`src/rtl/uart_pkg.sv`:
```
// uart_pkg: shared types and constants for the hardened UART receiver
package uart_pkg;
  localparam int DATA_BITS = 8;
  localparam int CLKS_PER_BIT_DEFAULT = 87;
  typedef enum logic [2:0] {IDLE, START, DATA, STOP, BREAK_WAIT} state_e;
  function automatic logic maj3(input logic [2:0] v);
    return (v[0] & v[1]) | (v[0] & v[2]) | (v[1] & v[2]);
  endfunction
endpackage

```
`src/rtl/uart_bit_sampler.sv`:
```
// uart_bit_sampler: 2-flop line synchroniser and 3-sample majority voter
module uart_bit_sampler
  import uart_pkg::*;
(
  input  logic clk,
  input  logic rst,
  input  logic rx_bit,
  input  logic sample,
  input  logic decide,
  output logic rx_s,
  output logic bit_v
);
  logic s1_q, s2_q;
  logic [1:0] samp_q, samp_d;
  assign rx_s  = s2_q;
  assign bit_v = maj3({samp_q, rx_s});
  // the third sample is the live value at decision time, so history clears once voted
  always_comb samp_d = decide ? 2'b00 : sample ? {samp_q[0], rx_s} : samp_q;
  // synchroniser resets to the idle-high line level
  always_ff @(posedge clk) begin
    if (rst) begin
      s1_q   <= 1'b1;
      s2_q   <= 1'b1;
      samp_q <= 2'b00;
    end else begin
      s1_q   <= rx_bit;
      s2_q   <= s1_q;
      samp_q <= samp_d;
    end
  end
endmodule

```
`src/rtl/uart_rx_ovs.sv`:
```
// uart_rx_ovs: 8N1 receiver with majority voting, false-start and framing checks, valid/ready output
module uart_rx_ovs
  import uart_pkg::*;
#(
  parameter int CLKS_PER_BIT = CLKS_PER_BIT_DEFAULT,
  parameter int DATA_BITS    = uart_pkg::DATA_BITS
) (
  input  logic                 clk,
  input  logic                 rst,
  input  logic                 rx_bit,
  output logic [DATA_BITS-1:0] data_word,
  output logic                 data_valid,
  input  logic                 data_ready,
  output logic                 frame_err,
  output logic                 overrun,
  output logic                 rx_busy
);
  localparam int CW   = $clog2(CLKS_PER_BIT);
  localparam int HALF = CLKS_PER_BIT / 2;
  if (CLKS_PER_BIT < 8) begin : g_cpb_chk
    $error("CLKS_PER_BIT must be >= 8");
  end
  if (DATA_BITS != 8) begin : g_db_chk
    $error("DATA_BITS is fixed at 8");
  end
  state_e state_q, state_d;
  logic [CW-1:0] cnt_q, cnt_d;
  logic [2:0] idx_q, idx_d;
  logic [DATA_BITS-1:0] sh_q, sh_d, word_q, word_d;
  logic deliver_q, deliver_d, valid_q, valid_d, ferr_q, ferr_d, ovr_q, ovr_d;
  logic rx_s, bit_v, in_frame, sample, decide, load;
  assign in_frame = (state_q == START) || (state_q == DATA) || (state_q == STOP);
  assign sample   = in_frame && cnt_q >= CW'(HALF - 1) && cnt_q <= CW'(HALF + 1);
  assign decide   = in_frame && cnt_q == CW'(HALF + 1);
  assign data_word  = word_q;
  assign data_valid = valid_q;
  assign frame_err  = ferr_q;
  assign overrun    = ovr_q;
  assign rx_busy    = state_q != IDLE;
  uart_bit_sampler u_samp (
    .clk   (clk),
    .rst   (rst),
    .rx_bit(rx_bit),
    .sample(sample),
    .decide(decide),
    .rx_s  (rx_s),
    .bit_v (bit_v)
  );
  // frame FSM: the bit counter free-wraps from the start edge so every decision lands mid-bit
  always_comb begin
    state_d   = state_q;
    cnt_d     = (cnt_q == CW'(CLKS_PER_BIT - 1)) ? '0 : cnt_q + 1'b1;
    idx_d     = idx_q;
    sh_d      = sh_q;
    deliver_d = 1'b0;
    ferr_d    = 1'b0;
    case (state_q)
      IDLE: begin
        cnt_d = '0;
        if (!rx_s) state_d = START;
      end
      START: if (decide) begin
        state_d = bit_v ? IDLE : DATA;
        idx_d   = 3'd0;
      end
      DATA: if (decide) begin
        sh_d  = {bit_v, sh_q[DATA_BITS-1:1]};
        idx_d = idx_q + 3'd1;
        if (idx_q == 3'd7) state_d = STOP;
      end
      STOP: if (decide) begin
        state_d   = bit_v ? IDLE : BREAK_WAIT;
        deliver_d = bit_v;
        ferr_d    = !bit_v;
      end
      BREAK_WAIT: begin
        cnt_d = '0;
        if (rx_s) state_d = IDLE;
      end
      default: state_d = IDLE;
    endcase
  end
  // holding register: a full, unaccepted register drops the new byte and flags overrun
  always_comb begin
    load   = deliver_q && (!valid_q || data_ready);
    word_d = load ? sh_q : word_q;
    valid_d = load || (valid_q && !data_ready);
    ovr_d  = deliver_q && valid_q && !data_ready;
  end
  // state and output registers; reset abandons any frame in flight
  always_ff @(posedge clk) begin
    if (rst) begin
      state_q   <= IDLE;
      cnt_q     <= '0;
      idx_q     <= 3'd0;
      sh_q      <= '0;
      word_q    <= '0;
      deliver_q <= 1'b0;
      valid_q   <= 1'b0;
      ferr_q    <= 1'b0;
      ovr_q     <= 1'b0;
    end else begin
      state_q   <= state_d;
      cnt_q     <= cnt_d;
      idx_q     <= idx_d;
      sh_q      <= sh_d;
      word_q    <= word_d;
      deliver_q <= deliver_d;
      valid_q   <= valid_d;
      ferr_q    <= ferr_d;
      ovr_q     <= ovr_d;
    end
  end
endmodule

```
`config.mk`:
```
export PLATFORM = sky130hd
export DESIGN_NAME = uart_rx_ovs
export DESIGN_NICKNAME = d
export VERILOG_FILES = /design/src/rtl/uart_pkg.sv /design/src/rtl/uart_bit_sampler.sv /design/src/rtl/uart_rx_ovs.sv
export SDC_FILE = /design/constraint.sdc
export NUM_CORES = 1
export LEC_CHECK = 0
export CAP_MARGIN = 20
export CORE_UTILIZATION = 59
export CTS_CLUSTER_DIAMETER = 60
export DETAILED_ROUTE_END_ITERATION = 6
export PLACE_DENSITY = 0.83
export SYNTH_ARGS = -nofsm -noshare
export SYNTH_HDL_FRONTEND = slang
export SYNTH_SLANG_ARGS = --single-unit
```
`constraint.sdc`:
```
create_clock -name clk -period 2.82 [get_ports clk]
set_input_delay 0.282 -clock clk [delete_from_list [all_inputs] [get_ports clk]]
set_output_delay 0.282 -clock clk [all_outputs]
set_load 0.05 [all_outputs]
```
==> flow_metrics.env, run 1 <==
export IMPL_placed_cell_area_um2=1660
export IMPL_synth_cells=148
export IMPL_holdPathEnd="u_samp.rx_s$_SDFF_PP1_"
export IMPL_grt_met3_usage_pct=10.6
export IMPL_cts_hold_buf=0
export IMPL_worstHoldPathType="register to register"
export IMPL_fin_crit_sh_pct=78.1
export IMPL_drt_iter0_drc=20
export IMPL_synth_top_family_by_area="simple AND/OR/NAND/NOR gates"
export IMPL_cts_buffer_depth=2
export IMPL_crit_path_end_kind="primary output"
export IMPL_synth_most_common_cell="dfxtp_1"
export IMPL_reg2reg_to="idx_q[0]$_SDFFE_PP0P_"
export IMPL_stdcell_area_um2=1750
export IMPL_final_nets=174
export IMPL_top_usage_layer="met2"
export IMPL_setup_violations=0
export IMPL_synthMuxAreaShare_pct=11.8
export IMPL_routed_wl_um=2560
export IMPL_num_vias=1082
export IMPL_r2r_start="cnt_q[0]$_SDFF_PP0_"
export IMPL_maxCapViolCount=0
export IMPL_antenna_found_initial=0
export IMPL_ant_nets=0
export IMPL_htreeDepth=2
export IMPL_utilization_pct=71.3
export IMPL_dr_pass1_iters=4
export IMPL_grt_max_degree=31
export IMPL_ys_top_cells_by_count="37 x dfxtp_1, 32 x nor2_1, 17 x mux2i_1"
export IMPL_fin_setup_tns_ns=0
export IMPL_gp_congestion=0.800
export IMPL_max_vdd_ir_drop_uv=614
export IMPL_period_needed_ns=2.20
export IMPL_cts_sinks=37
export IMPL_required_ns=2.54
export IMPL_outcome="complete, no violations"
export IMPL_num_antenna_cells=0
export IMPL_synth_edf_count=0
export IMPL_die_h_um=53.0
export IMPL_skew_ns=0.0107
export IMPL_cts_setup_buffers=0
export IMPL_rr_worst_depth=4
export IMPL_clk_pin_slew_ns=0.10
export IMPL_worstMarginPinSlew_ns=0.838
export IMPL_cts_buffers=5
export IMPL_p_per_area_nw_per_um2=530
export IMPL_syn_nets=156
export IMPL_met1_usage_pct=23.8
export IMPL_final_cells=197
export IMPL_relSlewSlack_pct=43.3
export IMPL_met2_usage_pct=34.8
export IMPL_root_buffer="clkbuf_4"
export IMPL_grtUsageTotal_pct=21.9
export IMPL_drc=0
export IMPL_viasPerCell=5.49
export IMPL_synth_compound_area_share_pct=6.12
export IMPL_grt_pass1_vias=980
export IMPL_slew_violations=0
export IMPL_yosys_top_cells_area="dfxtp_1 48%, mux2i_1 11%, nor2_1 7.8%, ha_1 3.3%, clkbuf_8 2.7%"
export IMPL_ctsResizeCount=0
export IMPL_yosys_area_share_simple_pct=20.7
export IMPL_synth_fa_ha_area_share_pct=3.92
export IMPL_ys_types=37
export IMPL_min_from="u_samp.s1_q$_SDFF_PP1_"
export IMPL_regToRegSetupSlack_ns=0.81
export IMPL_critPathKind="register to primary output"
export IMPL_synth_seq_cells=37
export IMPL_fp_dieW_um=53.0
export IMPL_timing_fmax_ghz=0.454
export IMPL_port_buffer_count=15
export IMPL_cts_tree="done"
export IMPL_async_flop_share_pct=0
export IMPL_grt_pass1_wl_um=4220
export IMPL_core_area_um2=2450
export IMPL_p_total_w=0.000928
export IMPL_num_rows=18
export IMPL_rsz0062_at_grt="no"
export IMPL_initial_core_util_pct=62.4
export IMPL_drive_gt1_share_pct=10.8
export IMPL_yosysTopAreaCell="dfxtp_1"
export IMPL_clk_latency_ns=0.33
export IMPL_yosys_area_top_type_share_pct=48.3
export IMPL_synthXorXnorAreaFrac_pct=3.43
export IMPL_hpwl_um=1870
export IMPL_syn_area_um2=1530
export IMPL_synth_main_ff_cell="dfxtp_1"
export IMPL_yosysSeqAreaShare_pct=48.3
export IMPL_grt_overflow_total=0
export IMPL_dieArea_um2=2810
export IMPL_cp_start_kind="register"
export IMPL_worstPathArrival_ns=1.92
export IMPL_holdPathStages=1
export IMPL_num_io_pins=16
export IMPL_synth_avg_cell_area_um2=10.4
export IMPL_wl_per_cell_um=13.0
export IMPL_hold_viol_final=0
export IMPL_area_delta_synth_final_pct=14.1
export IMPL_p_leak_nw=0.804
export IMPL_cp_max_fo=9
export IMPL_yosysWarnings=0
export IMPL_dp_cells=189
where the power goes:
group	switching (W)	leakage, nW	internal, W
Sequential	0.00000294	0.299	0.000525
Clock	0.000161	0.0455	0.000212
Combinational	0.0000161	0.460	0.0000112
Total	0.000180	0.804	0.000748
cell usage in the layout (no fill, tap or decap), types with 2 or more instances in the layout:
cell / netlist / routed
ha_1: 4 / 4
inv_1: 4 / 4
clkdlybuf4s50_1: 0 / 15
nand2_1: 5 / 5
clkbuf_4: 1 / 5
a21oi_1: 3 / 3
mux2i_1: 17 / 17
xor2_1: 4 / 4
nor4_1: 2 / 2
buf_4: 0 / 2
a22o_1: 2 / 2
xnor2_1: 2 / 2
and3_1: 3 / 3
nand4_1: 2 / 2
nor2_1: 32 / 32
nor4b_1: 2 / 2
a21o_1: 2 / 2
or2_2: 2 / 2
a311o_1: 2 / 2
dfxtp_1: 37 / 37
through the flow:
stage               setup slack [ns]  hold WS [ns]
finish                         0.617         0.417
CTS                            0.606         0.418
floorplan                      0.937         0.361
global route                   0.522         0.452
global placement               0.938         0.393
detailed placement             0.861         0.394
cell families (layout without fill, tap and decap cells):
| logic type | after synthesis | in the layout |
|---|---|---|
| AOI/OAI and AO/OA | 13 | 13 |
| xor gates and xnor gates | 6 | 6 |
| adders and majority gates | 5 | 5 |
| buffers and inverters | 10 | 29 |
| DFF | 37 | 37 |
| muxes | 18 | 18 |
| and+or+nand+nor | 59 | 59 |
metal layers:
layer  routed length (µm)  part of all wire [%]  up-vias
met5                    0                     0        -
met4                   39                   1.5        0
met3                  121                   4.7        4
met2                 1280                    50       31
met1                 1120                    44      499
li1                     -                     -      548
how the worst max path moves through the flow:
stage                            to  slack, ns               startpoint
2_1_floorplan  sh_q[0]$_SDFFE_PP0P_       0.94  state_q[2]$_SDFFE_PP0P_
3_3_place_gp   sh_q[1]$_SDFFE_PP0P_       0.94  state_q[2]$_SDFFE_PP0P_
5_1_grt                     rx_busy       0.52  state_q[2]$_SDFFE_PP0P_
6_report                    rx_busy       0.62  state_q[2]$_SDFFE_PP0P_
3_5_place_dp   sh_q[4]$_SDFFE_PP0P_       0.86  state_q[2]$_SDFFE_PP0P_
4_1_cts                     rx_busy       0.61  state_q[2]$_SDFFE_PP0P_
final cells by class:
class | instances | area, µm²
inverters | 4 | 15.0
multi-input cells | 101 | 706
repair buffers | 17 | 165
well taps | 30 | 37.5
flip-flops and latches | 37 | 741
clock inverters | 1 | 30.0
fillers | 182 | 706
clock buffers | 7 | 55.1
state kept, by name (all words and copies together) (netlist names):
register       count
u_samp.rx_s        1
deliver_q          1
sh_q               8
state_q            3
frame_err          1
overrun            1
cnt_q              7
idx_q              3
u_samp.samp_q      2
data_valid         1
data_word          8
u_samp.s1_q        1
worst max-delay path, stage by stage, from the launching register on:
cell and delay (ns):
dfxtp_1 0.40, or3_2 0.49, clkdlybuf4s50_1 0.71
Note: power is estimated with default switching activity, not from simulation.
==> run 2: changes to the inputs <==
--- a/config.mk
+++ b/config.mk
@@ -6,10 +6,10 @@
 export NUM_CORES = 1
 export LEC_CHECK = 0
 export CAP_MARGIN = 20
-export CORE_UTILIZATION = 59
+export CORE_UTILIZATION = 54
 export CTS_CLUSTER_DIAMETER = 60
 export DETAILED_ROUTE_END_ITERATION = 6
-export PLACE_DENSITY = 0.83
+export PLACE_DENSITY = 0.77
 export SYNTH_ARGS = -nofsm -noshare
 export SYNTH_HDL_FRONTEND = slang
 export SYNTH_SLANG_ARGS = --single-unit
==> constraint.sdc (replaced) <==
create_clock -name clk -period 2.2 [get_ports clk]
set_input_delay 0.22 -clock clk [delete_from_list [all_inputs] [get_ports clk]]
set_output_delay 0.22 -clock clk [all_outputs]
set_load 0.05 [all_outputs]
==> flow_metrics.env, run 2 (synthesis gave the netlist of run 1 again) <==
export IMPL_p_per_area_nw_per_um2=680
export IMPL_grt_pass1_vias=978
export IMPL_cts_hold_buf=0
export IMPL_wl_per_cell_um=12.8
export IMPL_crit_path_cell_trace="or4b_4 > or4_4 > mux2i_1 > nor2_1"
export IMPL_root_buffer="clkbuf_4"
export IMPL_routed_wl_um=2550
export IMPL_switchingPower_w=0.000242
export IMPL_grt_overflow_total=0
export IMPL_holdPathEnd="u_samp.rx_s$_SDFF_PP1_"
export IMPL_fin_setup_tns_ns=0
export IMPL_worstHoldPathType="register to register"
export IMPL_layout_commonest_cell="dfxtp_1"
export IMPL_p_leak_nw=0.831
export IMPL_grt_pass1_wl_um=4420
export IMPL_antenna_found_initial=0
export IMPL_final_nets=176
export IMPL_drt_iter0_drc=13
export IMPL_reg2reg_to="sh_q[4]$_SDFFE_PP0P_"
export IMPL_layout_common_cells="37 x dfxtp_1, 32 x nor2_1, 17 x mux2i_1"
export IMPL_viasPerCell=5.30
export IMPL_p_seq_share_pct=56.3
export IMPL_initial_core_util_pct=59.7
export IMPL_ant_nets=0
export IMPL_die_h_um=55.3
export IMPL_final_cells=199
export IMPL_grtUsageTotal_pct=18.4
export IMPL_cts_tree="done"
export IMPL_power_internal_w=0.000960
export IMPL_cp_start_kind="register"
export IMPL_maxCapViolCount=0
export IMPL_clk_latency_ns=0.35
export IMPL_htreeDepth=2
export IMPL_num_vias=1055
export IMPL_skew_ns=0.00968
export IMPL_crit_slowest_cell="or4_4"
export IMPL_min_from="u_samp.s1_q$_SDFF_PP1_"
export IMPL_utilization_pct=68.8
export IMPL_cts_setup_buffers=0
export IMPL_drive_gt1_share_pct=11.8
export IMPL_period_needed_ns=1.96
export IMPL_max_stage_delay_ns=0.62
export IMPL_hold_viol_final=0
export IMPL_dr_pass1_iters=4
export IMPL_num_antenna_cells=0
export IMPL_p_clk_share_pct=40.7
export IMPL_setup_violations=0
export IMPL_clk_pin_slew_ns=0.11
export IMPL_rsz0062_at_grt="no"
export IMPL_gp_congestion=0.860
export IMPL_core_area_um2=2570
export IMPL_cp_top_family="simple AND/OR/NAND/NOR gates"
export IMPL_relSlewSlack_pct=66.2
export IMPL_num_io_pins=16
export IMPL_cp_max_fo=9
export IMPL_critPathKind="register to register"
export IMPL_crit_buf_inv=0
export IMPL_max_vdd_ir_drop_uv=612
export IMPL_dieArea_um2=3060
export IMPL_regToRegSetupSlack_ns=0.24
export IMPL_drc=0
export IMPL_r2r_start="state_q[2]$_SDFFE_PP0P_"
export IMPL_grt_max_degree=19
export IMPL_cts_buffer_depth=2
export IMPL_cts_buffers=5
export IMPL_switching_share_pct=20.2
export IMPL_area_delta_synth_final_pct=15.3
export IMPL_outcome="complete, no violations"
export IMPL_worstPathArrival_ns=2.20
export IMPL_fill_cells=220
export IMPL_timing_fmax_ghz=0.511
export IMPL_fin_crit_sh_pct=89.0
export IMPL_rr_worst_depth=4
export IMPL_required_ns=2.45
export IMPL_dp_cells=191
export IMPL_cts_sinks=37
export IMPL_port_buffer_count=15
export IMPL_combPwrFrac_pct=3.0
export IMPL_slew_violations=0
export IMPL_num_rows=18
export IMPL_holdPathStages=1
export IMPL_worstMarginPinSlew_ns=0.505
export IMPL_crit_path_end_kind="register"
export IMPL_hpwl_um=1830
export IMPL_fp_dieW_um=55.3
-- run 2: cell types whose count changed in the layout (fill, tap and decap cells not counted) --
cell,before,now
dlymetal6s2s_1,0,1
clkdlybuf4s50_1,15,14
buf_4,2,4
-- run 2: worst max path at each step --
stage | to | start | slack (ns) | cells after the start
final | sh_q[4]$_SDFFE_PP0P_ | state_q[2]$_SDFFE_PP0P_ | 0.24 | 4
after global routing | sh_q[6]$_SDFFE_PP0P_ | state_q[2]$_SDFFE_PP0P_ | 0.17 | 4
after CTS | rx_busy | state_q[2]$_SDFFE_PP0P_ | 0.02 | 2
after detailed placement | sh_q[4]$_SDFFE_PP0P_ | state_q[2]$_SDFFE_PP0P_ | 0.25 | 4
after global placement | sh_q[6]$_SDFFE_PP0P_ | state_q[2]$_SDFFE_PP0P_ | 0.29 | 4
after floorplan | sh_q[0]$_SDFFE_PP0P_ | state_q[2]$_SDFFE_PP0P_ | 0.32 | 6
-- run 2: layer usage --
layer | vias to the layer above | GRT usage [%] | wire length [µm]
met5 | - | 0 | 0
met4 | 0 | 7.86 | 45
met3 | 6 | 7.49 | 119
met2 | 19 | 27.5 | 1100
met1 | 481 | 23.5 | 1290
li1 | 549 | - | -
-- run 2: cell type report --
type | instances | area [µm²] | area share (%)
flip-flops and latches | 37 | 741 | 41.9
multi-input cells | 101 | 706 | 39.9
repair buffers | 19 | 183 | 10.3
clock buffers | 7 | 55.1 | 3.12
well taps | 30 | 37.5 | 2.12
clock inverters | 1 | 30.0 | 1.70
inverters | 4 | 15.0 | 0.850
-- run 2: power groups by stage --
| stage | Sequential, W | Combinational (W) | Clock, W |
|---|---|---|---|
| finish | 0.000677 | 0.0000362 | 0.000489 |
| global route | 0.000678 | 0.0000390 | 0.000532 |
| CTS | 0.000677 | 0.0000362 | 0.000502 |
| detailed placement | 0.000692 | 0.0000361 | 0 |
| global placement | 0.000692 | 0.0000351 | 0 |
| floorplan | 0.000691 | 0.0000270 | 0 |
-- run 2: metrics by stage --
stage / cell area, µm² / worst slack [ns] / hold WS [ns] / power (W)
5_1_grt: 1770 / 0.173 / 0.438 / 0.00125
3_5_place_dp: 1680 / 0.252 / 0.393 / 0.000728
6_report: 1770 / 0.242 / 0.420 / 0.00120
2_1_floorplan: 1530 / 0.317 / 0.299 / 0.000718
4_1_cts: 1760 / 0.0160 / 0.421 / 0.00121
3_3_place_gp: 1680 / 0.289 / 0.400 / 0.000727
-- run 2: timing repair --
action                     in CTS  in global routing
hold endpoints to repair        0                  0
setup endpoints to repair       0                  1
resized for setup               0                  1
==> run 3: changes to the inputs <==
--- a/config.mk
+++ b/config.mk
@@ -10,6 +10,7 @@
 export CTS_CLUSTER_DIAMETER = 60
 export DETAILED_ROUTE_END_ITERATION = 6
 export PLACE_DENSITY = 0.77
+export SLEW_MARGIN = 20
 export SYNTH_ARGS = -nofsm -noshare
 export SYNTH_HDL_FRONTEND = slang
 export SYNTH_SLANG_ARGS = --single-unit
==> results of run 3 <==
Same layout as run 2: the final DEF is identical, and so are final timing and power.
